<file path="config.mk">
export PLATFORM = sky130hd
export DESIGN_NAME = cix_seq_flat
export DESIGN_NICKNAME = d
export VERILOG_FILES = /design/src/rtl/cix_seq_if.sv /design/src/rtl/cix_seq.sv /design/src/flat_wrapper.sv
export SDC_FILE = /design/constraint.sdc
export NUM_CORES = 1
export LEC_CHECK = 0
export CAP_MARGIN = 20
export CORE_ASPECT_RATIO = 0.8
export CORE_MARGIN = 4
export CORE_UTILIZATION = 45
export DETAILED_ROUTE_END_ITERATION = 10
export PLACE_DENSITY = 0.69
export SYNTH_ARGS = -nofsm -noshare
export SYNTH_HDL_FRONTEND = slang
export SYNTH_SLANG_ARGS = --single-unit
</file>
<file path="constraint.sdc">
create_clock -name clock -period 7.7 [get_ports clock]
set_clock_uncertainty 0.1 [all_clocks]
set_input_delay 1.155 -clock clock [delete_from_list [all_inputs] [get_ports clock]]
set_output_delay 1.155 -clock clock [all_outputs]
set_load 0.01 [all_outputs]
</file>
<file path="src/rtl/cix_seq_if.sv">
// Request/result handshake bundle for cix_seq.
// master = requester side, slave = the counter block.
interface cix_seq_if #(
    parameter int unsigned ORDER     = 3,
    parameter int unsigned LOG_PARTS = 2
);
    localparam int unsigned W    = 2 ** (ORDER + LOG_PARTS);
    localparam int unsigned CntW = ORDER + LOG_PARTS + 1;

    logic            in_valid;
    logic            in_ready;
    logic [1:0]      in_op;
    logic [W-1:0]    in_data;
    logic            out_valid;
    logic            out_ready;
    logic [CntW-1:0] out_count;
    logic            out_zero;

    modport master (
        output in_valid, in_op, in_data, out_ready,
        input  in_ready, out_valid, out_count, out_zero
    );

    modport slave (
        input  in_valid, in_op, in_data, out_ready,
        output in_ready, out_valid, out_count, out_zero
    );
endinterface

</file>
<file path="src/rtl/cix_seq.sv">
// Iterative wide-word CLZ / CTZ / popcount: streams a W-bit operand through a
// single C-bit count unit, one chunk per clock, and accumulates the result.
module cix_seq #(
    parameter int unsigned ORDER     = 3,
    parameter int unsigned LOG_PARTS = 2
) (
    input  logic       clock,
    input  logic       reset,
    cix_seq_if.slave   bus
);
    localparam int unsigned C      = 2 ** ORDER;
    localparam int unsigned P      = 2 ** LOG_PARTS;
    localparam int unsigned W      = C * P;
    localparam int unsigned CntW   = ORDER + LOG_PARTS + 1;
    localparam int unsigned ChCntW = ORDER + 1;
    localparam logic [LOG_PARTS-1:0] LastIdx = LOG_PARTS'(P - 1);

    typedef enum logic [1:0] {StIdle, StRun, StDone} state_e;

    state_e               state_q, state_d;
    logic [1:0]           op_q, op_d;
    logic [W-1:0]         data_q, data_d;
    logic [LOG_PARTS-1:0] idx_q, idx_d;
    logic [CntW-1:0]      acc_q, acc_d;
    logic                 out_valid_q, out_valid_d;
    logic [CntW-1:0]      out_count_q, out_count_d;
    logic                 out_zero_q, out_zero_d;

    logic [C-1:0]         chunk;
    logic                 chunk_zero;
    logic [ChCntW-1:0]    clz_cnt, ctz_cnt, pop_cnt, cix_cnt;
    logic [CntW-1:0]      acc_sum;
    logic                 finish;

    // Chunk select: mux on the latched operand indexed by the chunk counter.
    always_comb begin
        chunk = '0;
        for (int p = 0; p < P; p++) begin
            if (idx_q == LOG_PARTS'(p)) chunk = data_q[p*C +: C];
        end
    end

    // Shared chunk-width count unit; the latched op selects its mode.
    always_comb begin
        clz_cnt = ChCntW'(C);
        ctz_cnt = ChCntW'(C);
        pop_cnt = '0;
        // Ascending scan: last hit is the highest set bit.
        for (int i = 0; i < C; i++) begin
            if (chunk[i]) clz_cnt = ChCntW'(C - 1 - i);
            pop_cnt = pop_cnt + ChCntW'(chunk[i]);
        end
        // Descending scan: last hit is the lowest set bit.
        for (int i = C - 1; i >= 0; i--) begin
            if (chunk[i]) ctz_cnt = ChCntW'(i);
        end
        chunk_zero = (chunk == '0);
        if (op_q[1])      cix_cnt = pop_cnt;
        else if (op_q[0]) cix_cnt = ctz_cnt;
        else              cix_cnt = clz_cnt;
    end

    // Next-state logic for the IDLE/RUN/DONE sequencer and its registered outputs.
    always_comb begin
        state_d     = state_q;
        op_d        = op_q;
        data_d      = data_q;
        idx_d       = idx_q;
        acc_d       = acc_q;
        out_valid_d = out_valid_q;
        out_count_d = out_count_q;
        out_zero_d  = out_zero_q;
        acc_sum     = acc_q + CntW'(cix_cnt);
        finish      = 1'b0;

        unique case (state_q)
            StIdle: begin
                if (bus.in_valid) begin
                    op_d    = bus.in_op;
                    data_d  = bus.in_data;
                    acc_d   = '0;
                    idx_d   = (bus.in_op == 2'b00) ? LastIdx : '0;
                    state_d = StRun;
                end
            end
            StRun: begin
                acc_d = acc_sum;
                if (op_q[1]) begin
                    finish = (idx_q == LastIdx);
                    idx_d  = idx_q + 1'b1;
                end else if (op_q[0]) begin
                    finish = !chunk_zero || (idx_q == LastIdx);
                    idx_d  = idx_q + 1'b1;
                end else begin
                    finish = !chunk_zero || (idx_q == '0);
                    idx_d  = idx_q - 1'b1;
                end
                if (finish) begin
                    out_count_d = acc_sum;
                    out_zero_d  = (data_q == '0);
                    out_valid_d = 1'b1;
                    state_d     = StDone;
                end
            end
            StDone: begin
                if (bus.out_ready) begin
                    out_valid_d = 1'b0;
                    state_d     = StIdle;
                end
            end
            default: state_d = StIdle;
        endcase
    end

    // State registers; synchronous reset overrides everything.
    always_ff @(posedge clock) begin
        if (reset) begin
            state_q     <= StIdle;
            op_q        <= '0;
            data_q      <= '0;
            idx_q       <= '0;
            acc_q       <= '0;
            out_valid_q <= 1'b0;
            out_count_q <= '0;
            out_zero_q  <= 1'b0;
        end else begin
            state_q     <= state_d;
            op_q        <= op_d;
            data_q      <= data_d;
            idx_q       <= idx_d;
            acc_q       <= acc_d;
            out_valid_q <= out_valid_d;
            out_count_q <= out_count_d;
            out_zero_q  <= out_zero_d;
        end
    end

    assign bus.in_ready  = (state_q == StIdle);
    assign bus.out_valid = out_valid_q;
    assign bus.out_count = out_count_q;
    assign bus.out_zero  = out_zero_q;

endmodule

</file>
<file path="src/flat_wrapper.sv">
// flat-port wrapper written by rule: the top's interface ports become plain ports
module cix_seq_flat 
#(
    parameter int unsigned ORDER     = 3,
    parameter int unsigned LOG_PARTS = 2
)
  (clock, reset, bus_in_valid, bus_in_op, bus_in_data, bus_out_ready, bus_in_ready, bus_out_valid, bus_out_count, bus_out_zero);
  cix_seq_if #(.ORDER(ORDER), .LOG_PARTS(LOG_PARTS)) bus_i ();
  input  logic clock;
  input  logic reset;
  input wire logic [$bits(bus_i.in_valid)-1:0] bus_in_valid;
  input wire logic [$bits(bus_i.in_op)-1:0] bus_in_op;
  input wire logic [$bits(bus_i.in_data)-1:0] bus_in_data;
  input wire logic [$bits(bus_i.out_ready)-1:0] bus_out_ready;
  output wire logic [$bits(bus_i.in_ready)-1:0] bus_in_ready;
  output wire logic [$bits(bus_i.out_valid)-1:0] bus_out_valid;
  output wire logic [$bits(bus_i.out_count)-1:0] bus_out_count;
  output wire logic [$bits(bus_i.out_zero)-1:0] bus_out_zero;
  assign bus_i.in_valid = bus_in_valid;
  assign bus_i.in_op = bus_in_op;
  assign bus_i.in_data = bus_in_data;
  assign bus_i.out_ready = bus_out_ready;
  assign bus_in_ready = bus_i.in_ready;
  assign bus_out_valid = bus_i.out_valid;
  assign bus_out_count = bus_i.out_count;
  assign bus_out_zero = bus_i.out_zero;
  cix_seq #(.ORDER(ORDER), .LOG_PARTS(LOG_PARTS)) u_core (.clock(clock), .reset(reset), .bus(bus_i));
endmodule
</file>
==> metrics.txt, run 1 <==
Final nets between 400 and 500; Post-DP HPWL roughly 5.3 mm; vias in the first global route between 2,000 and 3,000; CP top delay family adder cells; Post-CTS Setup Inserts 0; Diodes inserted 0; TritonRoute pass-1 iters 4; post-synthesis sequential area ratio 0.341; Mapped Cells ~380; R2R depth 18; Non-Filler Instances just under 500; Slew Limit Fails 0; WL/cell around 15 um; CP required just under 8 ns; pin count of the biggest net entering global routing 59; crit path max-delay cell type ha_1; RSZ-0062 raised after global routing false; port bufs 46; yosys warns 0; CTS tree yes; Arrival @ worst endpoint 6.27 ns; # DRC 0; FMAX around 160 MHz; Global Route Usage Sum 0.188; via count 2,685; Largest stage delay, worst path roughly 0.86 ns; GP Congestion slightly above 0.9; pre-CTS WS between 1.5 and 2 ns; commonest cells in the netlist nand2_1 (87), dfxtp_1 (52), a21oi_1 (47); crit path cell chain ha_1 -> a211oi_1 -> a221oi_1 -> inv_1 -> ha_1 -> inv_1 -> fa_1 -> fa_1 -> fa_1 -> fa_1 -> nand2b_1 -> o211ai_1 -> ha_1 -> a21o_1 -> a211oi_1 -> o21a_1 -> o21ai_0 -> a21oi_1; flop2flop setup slack between 1.5 and 2 ns; hold path startpoint u_core.data_q[26]$_SDFFE_PP0P_; synthesized area per cell roughly 8.1 sq um; Syn Nets ~430; die height 81.7 um; Die ar. 0.00817 sq mm; GRT Residual Overflow 0; Leak approximately 1.4 nW; Critical Path Sink Type register; Ports 47; global-route wire length before repair around 12 mm; Period minus WS final just over 6 ns; row count 26; Clk pin slew, worst setup/hold paths 0.09 ns; area added between synthesis and finish 19.5%; Die W around 100 um; initial antenna violation count 0; Yosys top cell area share 0.341; clk root buf clkbuf_8; period utilization 0.798; CTS Buffer Depth 2; Hold WC Path Type register to register; CTS Buf Count 5; Pwr Total ~870 uW; post-cts sizing count 0; CP dominant cell by count fa_1; leading area contributor after synthesis dfxtp_1; CTS H-tree depth 2; Total Negative Setup Slacks 0 ns; Peak VDD IR 0.0000964 V; effective utilization at floorplan 0.471; Most used DFF post-synth dfxtp_1; Buf/Inv on CP 2; Synth cell types ~50; Hold Crit Depth 2; synthesized cell area 0.00305 sq mm; WHS Endpoint u_core.data_q[26]$_SDFFE_PP0P_; kind of critical path register to register; relative slew slack 0.317; Routed WL around 7.3 mm; Core Box Area between 0.006 and 0.007 sq mm; Startpoint Class register; status finished, final reports clean; Final WS setup 1.55 ns; Post-CTS Hold Buffers 0; EDFF count, synth 0; vias per cell 5.46; CP max FO 27; placed cell count slightly below 500; DR iter-0 viols around 140; Yosys reg bits 52; remaining antenna violation count after routing 0; share of cells above drive strength 1 0.0564; Worst Tran Pin Value slightly above 1 ns; clk sinks 52; count leader, synth nand2_1; ranking of synthesized cells by area dfxtp_1 (34%), nand2_1 (11%), a21oi_1 (7.7%); Final setup viols 0; reg2reg end u_core.acc_q[5]$_SDFFE_PP0P_; Hold Slack between 0.3 and 0.4 ns; Async S/R FF share, synth 0; beginning of the worst register-to-register path u_core.idx_q[0]$_SDFFE_PP0P_; Pwr Density between 200 and 250 mW/mm^2; Fin. Hold Viols 0; Clock Latency Late Sink 0.30 ns; Max-Cap Viols 0
## state kept, by name, summed over array words and instances, names as in the netlist
signal                cells
u_core.acc_q              6
u_core.bus.out_count      6
u_core.bus.out_valid      1
u_core.bus.out_zero       1
u_core.data_q            32
u_core.idx_q              2
u_core.op_q               2
u_core.state_q            2
## cell type report
cell class	instances	area (sq um)
Clock buffer	5	68.8
Tap cell	84	105
Sequential cell	52	1040
Timing Repair Buffer	48	490
Clock inverter	2	60.1
Inverter	24	90.1
Fill cell	611	2830
Multi-Input combinational cell	277	1790
## per-stage QoR
stage / area [sq um] / util
2_1_floorplan: 3050 / -
5_1_grt: 3650 / 0.563
3_5_place_dp: 3490 / 0.539
6_report: 3650 / 0.563
3_3_place_gp: 3490 / 0.539
4_1_cts: 3620 / 0.559
## metal layers
layer / wire length [um] / GRT usage
met5: 0 / 0
met3: 448 / 0.0323
met1: 3600 / 0.266
met4: 76 / 0.0404
met2: 3180 / 0.300
## power by group
group          internal, mW  switching [mW]
clock network         0.128          0.0867
registers             0.291          0.0210
logic                 0.152           0.188
total                 0.571           0.295
## worst reg2reg max path, cell delays in order, from the launching register on
cell and delay, ns:
dfxtp_1 0.41, ha_1 0.87, a211oi_1 0.09, a221oi_1 0.70, inv_1 0.19, ha_1 0.33
inv_1 0.05, fa_1 0.50, fa_1 0.44, fa_1 0.42, fa_1 0.50, nand2b_1 0.10
o211ai_1 0.14, ha_1 0.31, a21o_1 0.18, a211oi_1 0.31, o21a_1 0.19, o21ai_0 0.08
a21oi_1 0.16
## cells in the final DEF, fill, tap and decap left out, drive strengths merged, types with 2 or more instances in the layout
master,count
clkdlybuf4s50,45
ha,14
nor3,3
nand3b,9
a311oi,2
buf,3
mux2i,7
inv,24
clkbuf,5
nand2b,14
o21a,2
o211ai,3
nand3,10
nand2,87
bufinv,2
nor3b,7
nand4,2
a21oi,48
o21ai,4
a221oi,5
nor2,7
xnor2,4
dfxtp,52
fa,5
nor4,10
nor2b,2
a21o,4
a221o,2
o22ai,2
a211oi,14
## cells by family (layout without fill, tap and decap cells)
logic type,count (synthesis),after routing,share of synthesized area
AND/OR/NAND/NOR,156,156,0.257
AO/OA/AOI/OAI,90,90,0.203
flip-flops,52,52,0.341
buffers and inverters,47,79,0.0718
adder cells (fa/ha/maj),19,19,0.0902
multiplexers,7,7,0.0230
XOR/XNOR,5,5,0.0143
## worst max-delay path by stage
stage / from / end / cells past startpoint
floorplan: u_core.idx_q[0]$_SDFFE_PP0P_ / u_core.acc_q[4]$_SDFFE_PP0P_ / 21
global placement: u_core.idx_q[0]$_SDFFE_PP0P_ / u_core.acc_q[5]$_SDFFE_PP0P_ / 18
detailed placement: u_core.idx_q[0]$_SDFFE_PP0P_ / u_core.acc_q[5]$_SDFFE_PP0P_ / 18
CTS: u_core.idx_q[0]$_SDFFE_PP0P_ / u_core.acc_q[5]$_SDFFE_PP0P_ / 18
global route: u_core.idx_q[0]$_SDFFE_PP0P_ / u_core.acc_q[5]$_SDFFE_PP0P_ / 18
finish: u_core.idx_q[0]$_SDFFE_PP0P_ / u_core.acc_q[5]$_SDFFE_PP0P_ / 18
Note: power is estimated with default switching activity, not from simulation.
==> inputs of run 2 (changes only) <==
- clock period: 7.7 -> 5.95 ns (I/O delays scaled with it)
==> run 2 against run 1 <==
- critical path depth is the same
- via count shrank 0.74%
- core utilization shrank 0.41 points
- design area shrank 0.72%
- final cell count grew 0.20%
- largest cell class unchanged
==> metrics.txt, run 2 (same netlist as run 1, synthesis figures left out) <==
remaining antenna violation count after routing 0 (unchanged); CTS Buf Count 5 (unchanged); Startpoint Class register; WL/cell 14.4 um (-2.8%); Diodes inserted 0 (unchanged); GRT Residual Overflow 0 (unchanged); Arrival @ worst endpoint 5.63 ns (-0.64 ns); RSZ-0062 raised after global routing false; FMAX 182 MHz (+12%); Final WS setup 0.443 ns (-1.11 ns); Die W 100 um (unchanged); Period minus WS final 5.51 ns (-0.638 ns); Core Box Area 0.00647 sq mm (unchanged); row count 26 (unchanged); pre-CTS WS 0.249 ns (-1.41 ns); Slew Limit Fails 0 (unchanged); DR iter-0 viols 247 (+79%); placed instance area 0.00350 sq mm (+0.22%); global-route wire length before repair 12.0 mm (-3.3%); Largest register FFs 32 (unchanged); Ports 47 (unchanged); Die ar. 0.00817 sq mm (unchanged); Fin. Hold Viols 0 (unchanged); most flop-heavy register u_core.data_q; fill count 631 (+3.3%); CTS H-tree depth 2 (unchanged); clk root buf clkbuf_8; TritonRoute pass-1 iters 5 (+1); Final nets 466 (+0.22%); share of cells above drive strength 1 0.0611 (+0.00475); Global Route Usage Sum 0.180 (-0.00793); effective utilization at floorplan 0.471 (unchanged); Post-DP HPWL 5.27 mm (-1.4%); clk sinks 52 (unchanged); status finished, final reports clean; GP Congestion 0.914 (-2.1%); period utilization 0.926 (+0.127); vias per cell 5.41 (-0.95%); vias in the first global route 2,544 (-0.86%); Critical Path Sink Type register; most frequent cells in the layout nand2_1 (87), dfxtp_1 (52), a21oi_1 (47); routed wl met3 452 um (+0.89%); kind of critical path register to register; pin count of the biggest net entering global routing 59 (unchanged); CP max FO 16 (-41%); area added between synthesis and finish 18.7%; Hold WC Path Type register to register; die height 81.7 um (unchanged); # DRC 0 (unchanged); Peak VDD IR 0.000113 V (+17%); top sig layer met4; via count 2,665 (-0.74%); fin area 0.00362 sq mm (-0.72%); Final setup viols 0 (unchanged); Pwr Density 289 mW/mm^2 (+21%); CP required 6.08 ns (-1.75 ns); routed wl met2 3.02 mm (-4.9%); Routed WL 7.12 mm (-2.6%); Clock Latency Late Sink 0.30 ns (about the same); Total Negative Setup Slacks 0 ns (unchanged); Max-Cap Viols 0 (unchanged); port bufs 46 (unchanged); CTS Buffer Depth 2 (unchanged); CTS tree yes; Post-CTS Hold Buffers 0 (unchanged); Worst Tran Pin Value 0.992 ns (-0.0325 ns); Clk pin slew, worst setup/hold paths 0.09 ns (about the same); commonest non-fill, non-tap cell in the layout nand2_1; relative slew slack 0.339 (+0.0216); M1 WL 3.62 mm (+0.39%); Leak 1.35 nW (-0.85%); initial antenna violation count 0 (unchanged)
-- run 2: worst max-delay path: stages, from the launching register on --
cell and delay, ns:
dfxtp_1 0.41, ha_1 0.47, a211oi_1 0.17, a221oi_2 0.46, inv_1 0.15, ha_1 0.30, inv_1 0.04, fa_1 0.51
fa_1 0.44, fa_1 0.41, fa_1 0.49, nand2b_1 0.10, o211ai_1 0.16, ha_1 0.32, a21o_1 0.17, a211oi_1 0.31
o21a_1 0.19, o21ai_0 0.08, a21oi_1 0.15
-- run 2: path summary, 6_finish.rpt --
| kind | from | to | slack [ns] | cells after the start |
|---|---|---|---|---|
| max | u_core.idx_q[0]$_SDFFE_PP0P_ | u_core.acc_q[5]$_SDFFE_PP0P_ | 0.44 | 18 |
| min | u_core.bus.out_count[4]$_SDFFE_PP0P_ | u_core.bus.out_count[4]$_SDFFE_PP0P_ | 0.38 | 2 |
| max reg2reg | u_core.idx_q[0]$_SDFFE_PP0P_ | u_core.acc_q[5]$_SDFFE_PP0P_ | 0.44 | 18 |
| min reg2reg | u_core.bus.out_count[4]$_SDFFE_PP0P_ | u_core.bus.out_count[4]$_SDFFE_PP0P_ | 0.38 | 2 |
-- run 2: per-stage QoR --
stage / util / total power, mW / cells / hold slack [ns]
after floorplan: - / 0.735 / 376 / 0.344
after detailed placement: 0.540 / 0.840 / 485 / 0.366
after CTS: 0.555 / 1.04 / 492 / 0.382
after global routing: 0.559 / 1.13 / 493 / 0.395
final: 0.559 / 1.04 / 493 / 0.380
after global placement: 0.540 / 0.823 / 485 / 0.358
-- run 2: metal layers --
layer | up-vias | global-route usage
li1 | 1357 | -
met1 | 1233 | 0.264
met2 | 73 | 0.278
met3 | 2 | 0.0331
met4 | 0 | 0.0323
met5 | - | 0
-- run 2: power by group --
group / leakage, nW / switching, mW / internal, mW / total, mW
clock network: 0.0473 / 0.111 / 0.0929 / 0.204
registers: 0.426 / 0.0275 / 0.377 / 0.405
logic: 0.877 / 0.241 / 0.195 / 0.436
-- run 2: final cells by class --
| class | instances | area [sq um] | share of cell area |
|---|---|---|---|
| Multi-Input combinational cell | 277 | 1800 | 0.497 |
| Sequential cell | 52 | 1040 | 0.287 |
| Tap cell | 84 | 105 | 0.0290 |
| Inverter | 24 | 90.1 | 0.0249 |
| Timing Repair Buffer | 49 | 495 | 0.137 |
| Clock buffer | 6 | 82.6 | 0.0228 |
| Clock inverter | 1 | 8.76 | 0.00242 |
-- run 2: timing repair --
action | CTS | global route
gates resized for setup | 0 | 1
hold endpoints to repair | 0 | 0
buffers inserted | 0 | 0
endpoints found under the setup margin | 0 | 4
